$ cat config.mk
export PLATFORM = sky130hd
export DESIGN_NAME = decode_stage
export DESIGN_NICKNAME = d
export VERILOG_FILES = /design/src/rtl/decode_stage.sv
export SDC_FILE = /design/constraint.sdc
export NUM_CORES = 1
export LEC_CHECK = 0
export CORE_AREA = 2 2 118 120
export CTS_CLUSTER_DIAMETER = 200
export DETAILED_ROUTE_END_ITERATION = 8
export DIE_AREA = 0 0 120 122
export PLACE_DENSITY_LB_ADDON = 0.2
export SYNTH_ARGS = -nofsm -noshare
export SYNTH_HDL_FRONTEND = slang
export SYNTH_SLANG_ARGS = --single-unit
$ cat constraint.sdc
create_clock -name clk -period 5.9 [get_ports clk]
set_input_delay 1.77 -clock clk [delete_from_list [all_inputs] [get_ports clk]]
set_output_delay 1.77 -clock clk [all_outputs]
set_load 0.005 [all_outputs]
$ cat src/rtl/decode_stage.sv
// ----------------------------------------------------------------------------
// decode_stage
//
// Pipeline decode stage that sits directly in front of an 8 x 16-bit register
// file (r0 reads as zero, one-cycle synchronous read). The fetched instruction
// is split into fields. The register-file read addresses are driven
// combinationally, so read data comes back in the same cycle that the
// registered decode outputs become visible.
//
// A small writeback bypass corrects reads that collide with a same-cycle
// write. A load-use interlock inserts a single bubble. Downstream stall and
// flush are honoured.
//
// Ports
//   clk, rst              clock (rising edge), asynchronous active-high reset
//   in_valid/in_instr/in_pc   instruction presented by fetch
//   flush                 squash the instruction held in decode
//   ex_stall              downstream cannot accept; hold everything
//   stall_out             fetch must hold its instruction
//   raddr0/raddr1         register file read addresses (combinational)
//   rdata0/rdata1         register file read data (one cycle after address)
//   wb_wen/wb_waddr/wb_wdata  writeback port, shared with the register file
//   out_*                 decoded instruction; meaningful only when out_valid=1
// ----------------------------------------------------------------------------
module decode_stage #(
  parameter logic [15:0] NOP_INSTR = 16'h0000
) (
  input  logic        clk,
  input  logic        rst,
  input  logic        in_valid,
  input  logic [15:0] in_instr,
  input  logic [15:0] in_pc,
  input  logic        flush,
  input  logic        ex_stall,
  output logic        stall_out,
  output logic [2:0]  raddr0,
  output logic [2:0]  raddr1,
  input  logic [15:0] rdata0,
  input  logic [15:0] rdata1,
  input  logic        wb_wen,
  input  logic [2:0]  wb_waddr,
  input  logic [15:0] wb_wdata,
  output logic        out_valid,
  output logic [2:0]  out_opcode,
  output logic [2:0]  out_dest,
  output logic [15:0] out_op0,
  output logic [15:0] out_op1,
  output logic [15:0] out_imm,
  output logic [15:0] out_pc
);

  localparam logic [2:0] OP_ADD  = 3'b000;
  localparam logic [2:0] OP_ADDI = 3'b001;
  localparam logic [2:0] OP_NAND = 3'b010;
  localparam logic [2:0] OP_LUI  = 3'b011;
  localparam logic [2:0] OP_SW   = 3'b100;
  localparam logic [2:0] OP_LW   = 3'b101;
  localparam logic [2:0] OP_BEQ  = 3'b110;
  localparam logic [2:0] OP_JALR = 3'b111;

  // Source register pair {r0, r1}; an unused source reads register 0.
  function automatic logic [5:0] decode_srcs(input logic [15:0] instr);
    logic [2:0] ra;
    logic [2:0] rb;
    logic [2:0] rc;
    ra = instr[12:10];
    rb = instr[9:7];
    rc = instr[2:0];
    case (instr[15:13])
      OP_ADD, OP_NAND:          decode_srcs = {rb, rc};
      OP_ADDI, OP_LW, OP_JALR:  decode_srcs = {rb, 3'd0};
      OP_SW:                    decode_srcs = {rb, ra};
      OP_BEQ:                   decode_srcs = {ra, rb};
      default:                  decode_srcs = 6'd0;   // lui reads nothing
    endcase
  endfunction

  // Destination register; 0 for instructions that write nothing.
  function automatic logic [2:0] decode_dest(input logic [15:0] instr);
    case (instr[15:13])
      OP_SW, OP_BEQ: decode_dest = 3'd0;
      default:       decode_dest = instr[12:10];
    endcase
  endfunction

  function automatic logic [15:0] decode_imm(input logic [15:0] instr);
    case (instr[15:13])
      OP_ADDI, OP_SW, OP_LW, OP_BEQ: decode_imm = {{9{instr[6]}}, instr[6:0]};
      OP_LUI:                        decode_imm = {instr[9:0], 6'b0};
      default:                       decode_imm = 16'd0;
    endcase
  endfunction

  // Instruction currently occupying decode (the one the out_* describe).
  logic [15:0] instr_reg;

  logic        out_valid_reg;
  logic [2:0]  out_opcode_reg;
  logic [2:0]  out_dest_reg;
  logic [15:0] out_imm_reg;
  logic [15:0] out_pc_reg;

  // Operands are forced to zero from reset until the first clock edge after
  // it, because rdata is not under this block's reset.
  logic        ops_live_reg;

  logic        sel;
  logic [15:0] src_instr;
  logic [5:0]  src_regs;
  logic [5:0]  in_regs;
  logic        load_use;

  // Hazard check uses the incoming instruction's own sources, never src,
  // so stall_out has no combinational path back into itself.
  assign in_regs  = decode_srcs(in_instr);

  assign load_use = out_valid_reg && (out_opcode_reg == OP_LW) &&
                    (out_dest_reg != 3'd0) && in_valid &&
                    ((in_regs[5:3] == out_dest_reg) ||
                     (in_regs[2:0] == out_dest_reg));

  assign stall_out = ex_stall | load_use;

  // While stalled, re-read the held instruction's sources every cycle so the
  // operands track writes that land during the stall.
  assign sel       = !stall_out;
  assign src_instr = sel ? in_instr : instr_reg;
  assign src_regs  = decode_srcs(src_instr);

  assign raddr0 = src_regs[5:3];
  assign raddr1 = src_regs[2:0];

  always_ff @(posedge clk or posedge rst) begin
    if (rst) begin
      out_valid_reg  <= 1'b0;
      out_opcode_reg <= 3'd0;
      out_dest_reg   <= 3'd0;
      out_imm_reg    <= 16'd0;
      out_pc_reg     <= 16'd0;
      instr_reg      <= NOP_INSTR;
    end else if (flush) begin
      out_valid_reg  <= 1'b0;
      instr_reg      <= NOP_INSTR;
    end else if (ex_stall) begin
      // hold everything
    end else if (load_use) begin
      // one bubble; the lw stays recorded but no longer valid, which
      // clears the hazard on the next cycle
      out_valid_reg  <= 1'b0;
    end else begin
      out_valid_reg  <= in_valid;
      out_opcode_reg <= src_instr[15:13];
      out_dest_reg   <= decode_dest(src_instr);
      out_imm_reg    <= decode_imm(src_instr);
      out_pc_reg     <= in_pc;
      instr_reg      <= in_instr;
    end
  end

  always_ff @(posedge clk or posedge rst) begin
    if (rst) begin
      ops_live_reg <= 1'b0;
    end else begin
      ops_live_reg <= 1'b1;
    end
  end

  // Writeback bypass, one per read port. The register file returns the
  // pre-write value when a read and a write to the same address share an
  // edge, so that write is captured here and substituted for rdata.
  logic [2:0]  raddr [2];
  logic [15:0] rdata [2];
  logic [15:0] op    [2];

  assign raddr[0] = raddr0;
  assign raddr[1] = raddr1;
  assign rdata[0] = rdata0;
  assign rdata[1] = rdata1;

  genvar gi;
  generate
    for (gi = 0; gi < 2; gi++) begin : g_byp
      logic        hit_reg;
      logic [15:0] data_reg;

      always_ff @(posedge clk or posedge rst) begin
        if (rst) begin
          hit_reg  <= 1'b0;
          data_reg <= 16'd0;
        end else if (flush) begin
          hit_reg  <= 1'b0;
        end else begin
          hit_reg  <= wb_wen && (wb_waddr == raddr[gi]) && (raddr[gi] != 3'd0);
          data_reg <= wb_wdata;
        end
      end

      assign op[gi] = !ops_live_reg ? 16'd0 :
                      hit_reg       ? data_reg : rdata[gi];
    end
  endgenerate

  assign out_valid  = out_valid_reg;
  assign out_opcode = out_opcode_reg;
  assign out_dest   = out_dest_reg;
  assign out_imm    = out_imm_reg;
  assign out_pc     = out_pc_reg;
  assign out_op0    = op[0];
  assign out_op1    = op[1];

endmodule

# Word level (Yosys, flattened, before mapping)
# Index checks and enable logic that the tools add are counted.
[classes] eq_ne=20 mux=17 bitwise=4 reduce_logical=22
[ops] operator="16-bit 2-to-1 mux" n=8
[ops] operator="6-bit one-hot mux with 4 select lines" n=2
[ops] operator="16-bit one-hot mux with 2 select lines" n=1
[ops] operator="3-bit == test (second input constant)" n=9
[ops] operator="3-bit == test" n=4
[ops] operator="3-bit by 2-bit == test with 1-bit output (second input constant)" n=3
[ops] operator="3-bit nonzero test" n=3
[ops] operator="1-bit logical AND" n=8
[ops] operator="3-bit by 1-bit == test with 1-bit output (second input constant)" n=2
[ops] operator="3-bit logical NOT" n=2
[ops] operator="2-bit OR reduction" n=3
[ops] operator="3-bit OR reduction" n=2
[ops] operator="1-bit 2-to-1 mux" n=5
[ops] operator="2-bit inequality test (second input constant)" n=2
[ops] operator="4-bit OR reduction" n=1
[ops] operator="3-bit 2-to-1 mux" n=1
[ops] operator="1-bit inverter" n=3
[ops] operator="3-bit AND reduction" n=1
[ops] operator="2-bit AND reduction" n=1
[ops] operator="1-bit logical OR" n=1
[ops] operator="1-bit bitwise OR" n=1
[word_totals] ff_bits=74 output_inout_bits=78 word_cells=73

# Logic depth before layout (Yosys ltp)
[logic_depth] ltp_word=15 mapped_depth=13 mapped_depth_nobuf=9

# Worst setup path after synthesis
# Ideal clock, no wire load.
[synth_path] kind="input port to output port" startpoint="input in_instr[14]" endpoint="output raddr1[2]" t_arrival_ns=3.783 setup_slack_ns=0.347 cell_stages=11 path_buffers=3 cell_sequence="buf_6 > mux2i_2 > mux2_1 > nor4_1 > a311oi_2 > a21o_1 > buf_6 > inv_4 > buf_2 > mux2i_1 > and2_1"
[synth_between] elab_chain_cells=11 elab_cells_between_ends=26 cone_classes="eq/ne: 14; mux: 3; bitwise: 1; reduce/logical: 8"
[synth_lines] item="start: declaration" line_no="31" text="input logic [15:0] in_instr,"
[synth_lines] item="3-bit by 1-bit == test with 1-bit output (tied with other cells)" line_no="69" text="case (instr[15:13])"
[synth_lines] item="3-bit OR reduction / 2-bit OR reduction (equally long branches)" line_no="69"
[synth_lines] item="6-bit one-hot mux with 4 select lines *" line_no="69"
[synth_lines] item="3-bit == test (on tied branches)" line_no="119, 120"
[synth_lines] item="1-bit logical OR *" line_no="119" text="((in_regs[5:3] == out_dest_reg) ||"
[synth_lines] item="1-bit logical AND *" line_no="118" text="(out_dest_reg != 3'd0) && in_valid &&"
[synth_lines] item="1-bit bitwise OR *" line_no="122" text="assign stall_out = ex_stall | load_use;"
[synth_lines] item="named net stall_out" line_no="35" text="output logic stall_out,"
[synth_lines] item="16-bit 2-to-1 mux *" line_no="127" text="assign src_instr = sel ? in_instr : instr_reg;"
[synth_lines] item="3-bit by 1-bit == test with 1-bit output (tied with other cells)" line_no="69"
[synth_lines] item="3-bit OR reduction / 2-bit OR reduction (equally long branches)" line_no="69"
[synth_lines] item="6-bit one-hot mux with 4 select lines *" line_no="69"
[synth_lines] item="end: declaration" line_no="37" text="output logic [2:0] raddr1,"
# The timed path passes the listed nets; every way through them passes the cells marked *.

# Worst setup path after layout
[layout_path] startpoint="input in_instr[14]" endpoint="output raddr1[1]"
[layout_between] elab_chain_cells=11 elab_cells_between_ends=26 cone_classes="eq/ne: 14; mux: 3; bitwise: 1; reduce/logical: 8"
[layout_lines] item="3-bit by 1-bit == test with 1-bit output (tied with other cells)" line_no="69"
[layout_lines] item="3-bit OR reduction / 2-bit OR reduction (equally long branches)" line_no="69"
[layout_lines] item="6-bit one-hot mux with 4 select lines" line_no="69"
[layout_lines] item="3-bit == test (on tied branches)" line_no="119, 120"
[layout_lines] item="1-bit logical OR" line_no="119"
[layout_lines] item="1-bit logical AND" line_no="118"
[layout_lines] item="1-bit bitwise OR" line_no="122"
[layout_lines] item="16-bit 2-to-1 mux *" line_no="127"
[layout_lines] item="3-bit by 1-bit == test with 1-bit output (tied with other cells)" line_no="69"
[layout_lines] item="3-bit OR reduction / 2-bit OR reduction (equally long branches)" line_no="69"
[layout_lines] item="6-bit one-hot mux with 4 select lines *" line_no="69"
# Every way passes the cells marked *; elsewhere a longest branch is shown, timed or not.

==> results.tsv <==
stage	metric	value	unit
power_and_ir_drop	total_power	1660	uW
placed_design	portBuffers	166	
critical_path	r2r-start	out_dest[1]	
synth	netlist_instances	454	
clocking	cts.sinks	74	
critical_path	critPathBufInv	4	
timing	hold_viol	0	
outcome	status	finished, final reports clean	
critical_path	reg2regPathDepth	10	
clocking	path_clk_slew	0.06	ns
clocking	cts-buffers-inserted	9	
routing	drc_errors	0	
synth	synth_top_area_share	43.9	%
die	start_util	31.2	%
synth	async_reset_ff_share	100	%
die	design.core.area	13500	um^2
synth	ys_warn_count	0	
power_and_ir_drop	ir_drop	0.000145	V
cells_and_area	area_growth	58.5	%
clocking	clockBufferDepth	2	
die	io_pins	167	
cells_and_area	drive_gt1_share	15.9	%
critical_path	regToRegEndpoint	out_imm[12]	
timing	fin_crit	5.82	ns
synth	syn_area	4210	um^2
power_and_ir_drop	p_leak	0.00290	uW
synth	syn_area_per_cell	9.28	um^2
critical_path	cp_top_family	buffers and inverters	
flow_run	drv_cap	0	
routing	first_pass_iters	4	
routing	vias	3974	
min_path	min_to	out_imm[1]	
synth	synth_flop_cell	dfrtp_1	
synth	synth-seq-cells	74	
clocking	clock_latency	0.33	ns
critical_path	crit_required	4.13	ns
routing	routedWlPerCell	16.3	um
synth	synthTopCellsByArea	dfrtp_1 (44%), mux2i_1 (12%), nand2_1 (9.2%)	
timing	setup_violations	0	
synth	syn_nets	543	
placed_design	gp_congestion	0.889	
critical_path	worst-setup-path-type	in2out	
global_route	grt_first_pass_wirelength	21000	um
timing	slew_headroom	24.0	%
routing	drtIter0Drc	170	
global_route	grt.overflow.total	0	
critical_path	crit_slowest_cell	a211o_1	
routing	routed_wl	13400	um
clocking	htree_levels	3	
die	die_h	122	um
synth	synth-edff-count	0	
min_path	hold_depth	2	
routing	viasPerCell	4.83	
critical_path	path_cells	buf_2, buf_4, mux2i_2, a211o_1, nor4_4, a311oi_4, a21o_4, buf_4, mux2i_2, and2_1, dlygate4sd2_1	
synth	yosysTopAreaCell	dfrtp_1	
critical_path	crit_arrival	4.05	ns
min_path	hold_class	reg2reg	
critical_path	path_max_fanout	8	
timing	finalClockSkew	0.00637	ns
min_path	worstHoldStart	out_imm[1]	
die	die_x	120	um
power_and_ir_drop	p_per_area	248	nW/um^2
global_route	grt_max_degree	40	
clocking	root_buffer	clkbuf_16	
timing	fmax	172	MHz
timing	whs	0.469	ns
critical_path	cp-start-kind	input pin	
cells_and_area	antenna_cells	0	
synth	synth_common_cells	nand2_1 (103), dfrtp_1 (74), mux2i_1 (50), nor2b_1 (34)	
routing	ant_nets	0	
global_route	antenna_found_initial	0	
synth	ys_types	46	
global_route	track_usage	18.1	%
placed_design	hpwl	9940	um
synth	synthMostInstantiatedCell	nand2_1	
critical_path	worst-r2r-setup-slack	2.57	ns
die	dieArea	14600	um^2
synth	yosysSeqAreaShare	43.9	%
timing	slew_viol_final	0	
critical_path	critPathMaxStageDelay	0.34	ns
cells_and_area	nets	726	
timing	worst_pin_slew	1.14	ns
die	fp-row-count	43	
global_route	grt_pass1_vias	4095	
critical_path	critPathCaptureType	output pin	
timing	fin_crit_sh	98.6	%
clocking	cts_tree	built	
clocking	cts_hold_buf	0	
timing	rsz0062_at_grt	false	
==> layout by cell type, fill, tap and decap left out, types with 2 or more instances in the layout <==
cell type / instances
clkdlybuf4s50_1: 149
nand2_1: 103
dfrtp_1: 74
mux2i_1: 45
buf_4: 35
nor2b_1: 33
nor2_1: 19
o21ai_0: 19
mux2_2: 18
a22o_1: 14
a21oi_1: 11
inv_1: 9
clkbuf_16: 9
and2_1: 7
nand3_1: 7
dlygate4sd2_1: 7
xnor2_1: 6
nand2b_1: 6
a211oi_1: 5
clkdlybuf4s15_2: 5
and3_1: 4
a221oi_2: 4
mux2i_2: 3
nor3_1: 3
mux2i_4: 3
clkinv_2: 3
clkbuf_8: 3
dlymetal6s2s_1: 3
a22oi_1: 2
a31oi_1: 2
buf_2: 2
buf_6: 2
==> kinds of logic (layout without fill, tap and decap cells) <==
family / count (synthesis) / after routing / share of synthesized area (%)
flops: 74 / 74 / 43.9
other cells: 1 / 1 / 0.0890
mux: 71 / 71 / 17.8
simple gates: 191 / 191 / 20.9
compound gates: 69 / 69 / 11.7
buf+inv: 42 / 230 / 4.34
xor+xnor: 6 / 6 / 1.25
==> worst reg2reg max path: stages, from the launching register on <==
cell      delay, ns
dfrtp_1        0.58
or3b_2         0.21
a211oi_2       0.06
a31o_2         0.25
a311oi_4       0.31
a21o_4         0.24
buf_4          0.15
buf_4          0.26
nand2_1        0.14
nor3_1         0.82
a22o_1         0.25
==> layout make-up <==
type	instances	area, um^2
fillers	1280	6830
well taps	180	225
repair buffers	203	1940
clock inverters	4	48.8
inverters	11	50.0
multi-input cells	338	2290
flip-flops and latches	74	1850
clock buffers	12	267
==> routing by layer <==
metal / up-vias / track usage [%] / part of all wire [%]
met3: 12 / 4.82 / 6.8
met2: 136 / 29.6 / 47
li1: 1916 / - / -
met1: 1910 / 24.0 / 45
met5: - / 0 / 0
met4: 0 / 4.49 / 0.96
==> how the worst max path moves through the flow <==
stage / from / end / slack [ns] / depth (start not counted)
floorplan: in_instr[14] / raddr1[2] / 0.35 / 11
global placement: in_instr[14] / raddr1[1] / -0.63 / 9
detailed placement: in_instr[14] / raddr1[1] / -0.75 / 9
CTS: in_instr[14] / raddr0[0] / 0.001 / 11
global route: in_instr[14] / raddr1[1] / 0.0007 / 11
finish: in_instr[14] / raddr1[1] / 0.08 / 11
==> report_power, final <==
group | total, uW | internal, uW | switching, uW
logic | 463 | 274 | 190
clock network | 566 | 361 | 205
registers | 628 | 570 | 58.3
total | 1660 | 1200 | 453
==> through the flow <==
stage                     instances  TNS [ns]  area (um^2)  util, %  worst slack (ns)
final                           822         0         6680     49.4            0.0820
after global routing            822         0         6680     49.4          0.000731
after CTS                       821         0         6610     48.9           0.00117
after detailed placement        802     -4.55         6210     46.0            -0.745
after global placement          802     -3.79         6210     46.0            -0.629
after floorplan                 454         0         4210        -             0.347
==> repair_timing <==
action / CTS / global route
pin swaps: 8 / 2
gates resized for setup: 46 / 12
setup buffers: 3 / 1
setup endpoints to repair: 7 / 4
Power figures use the tool's default switching activity.
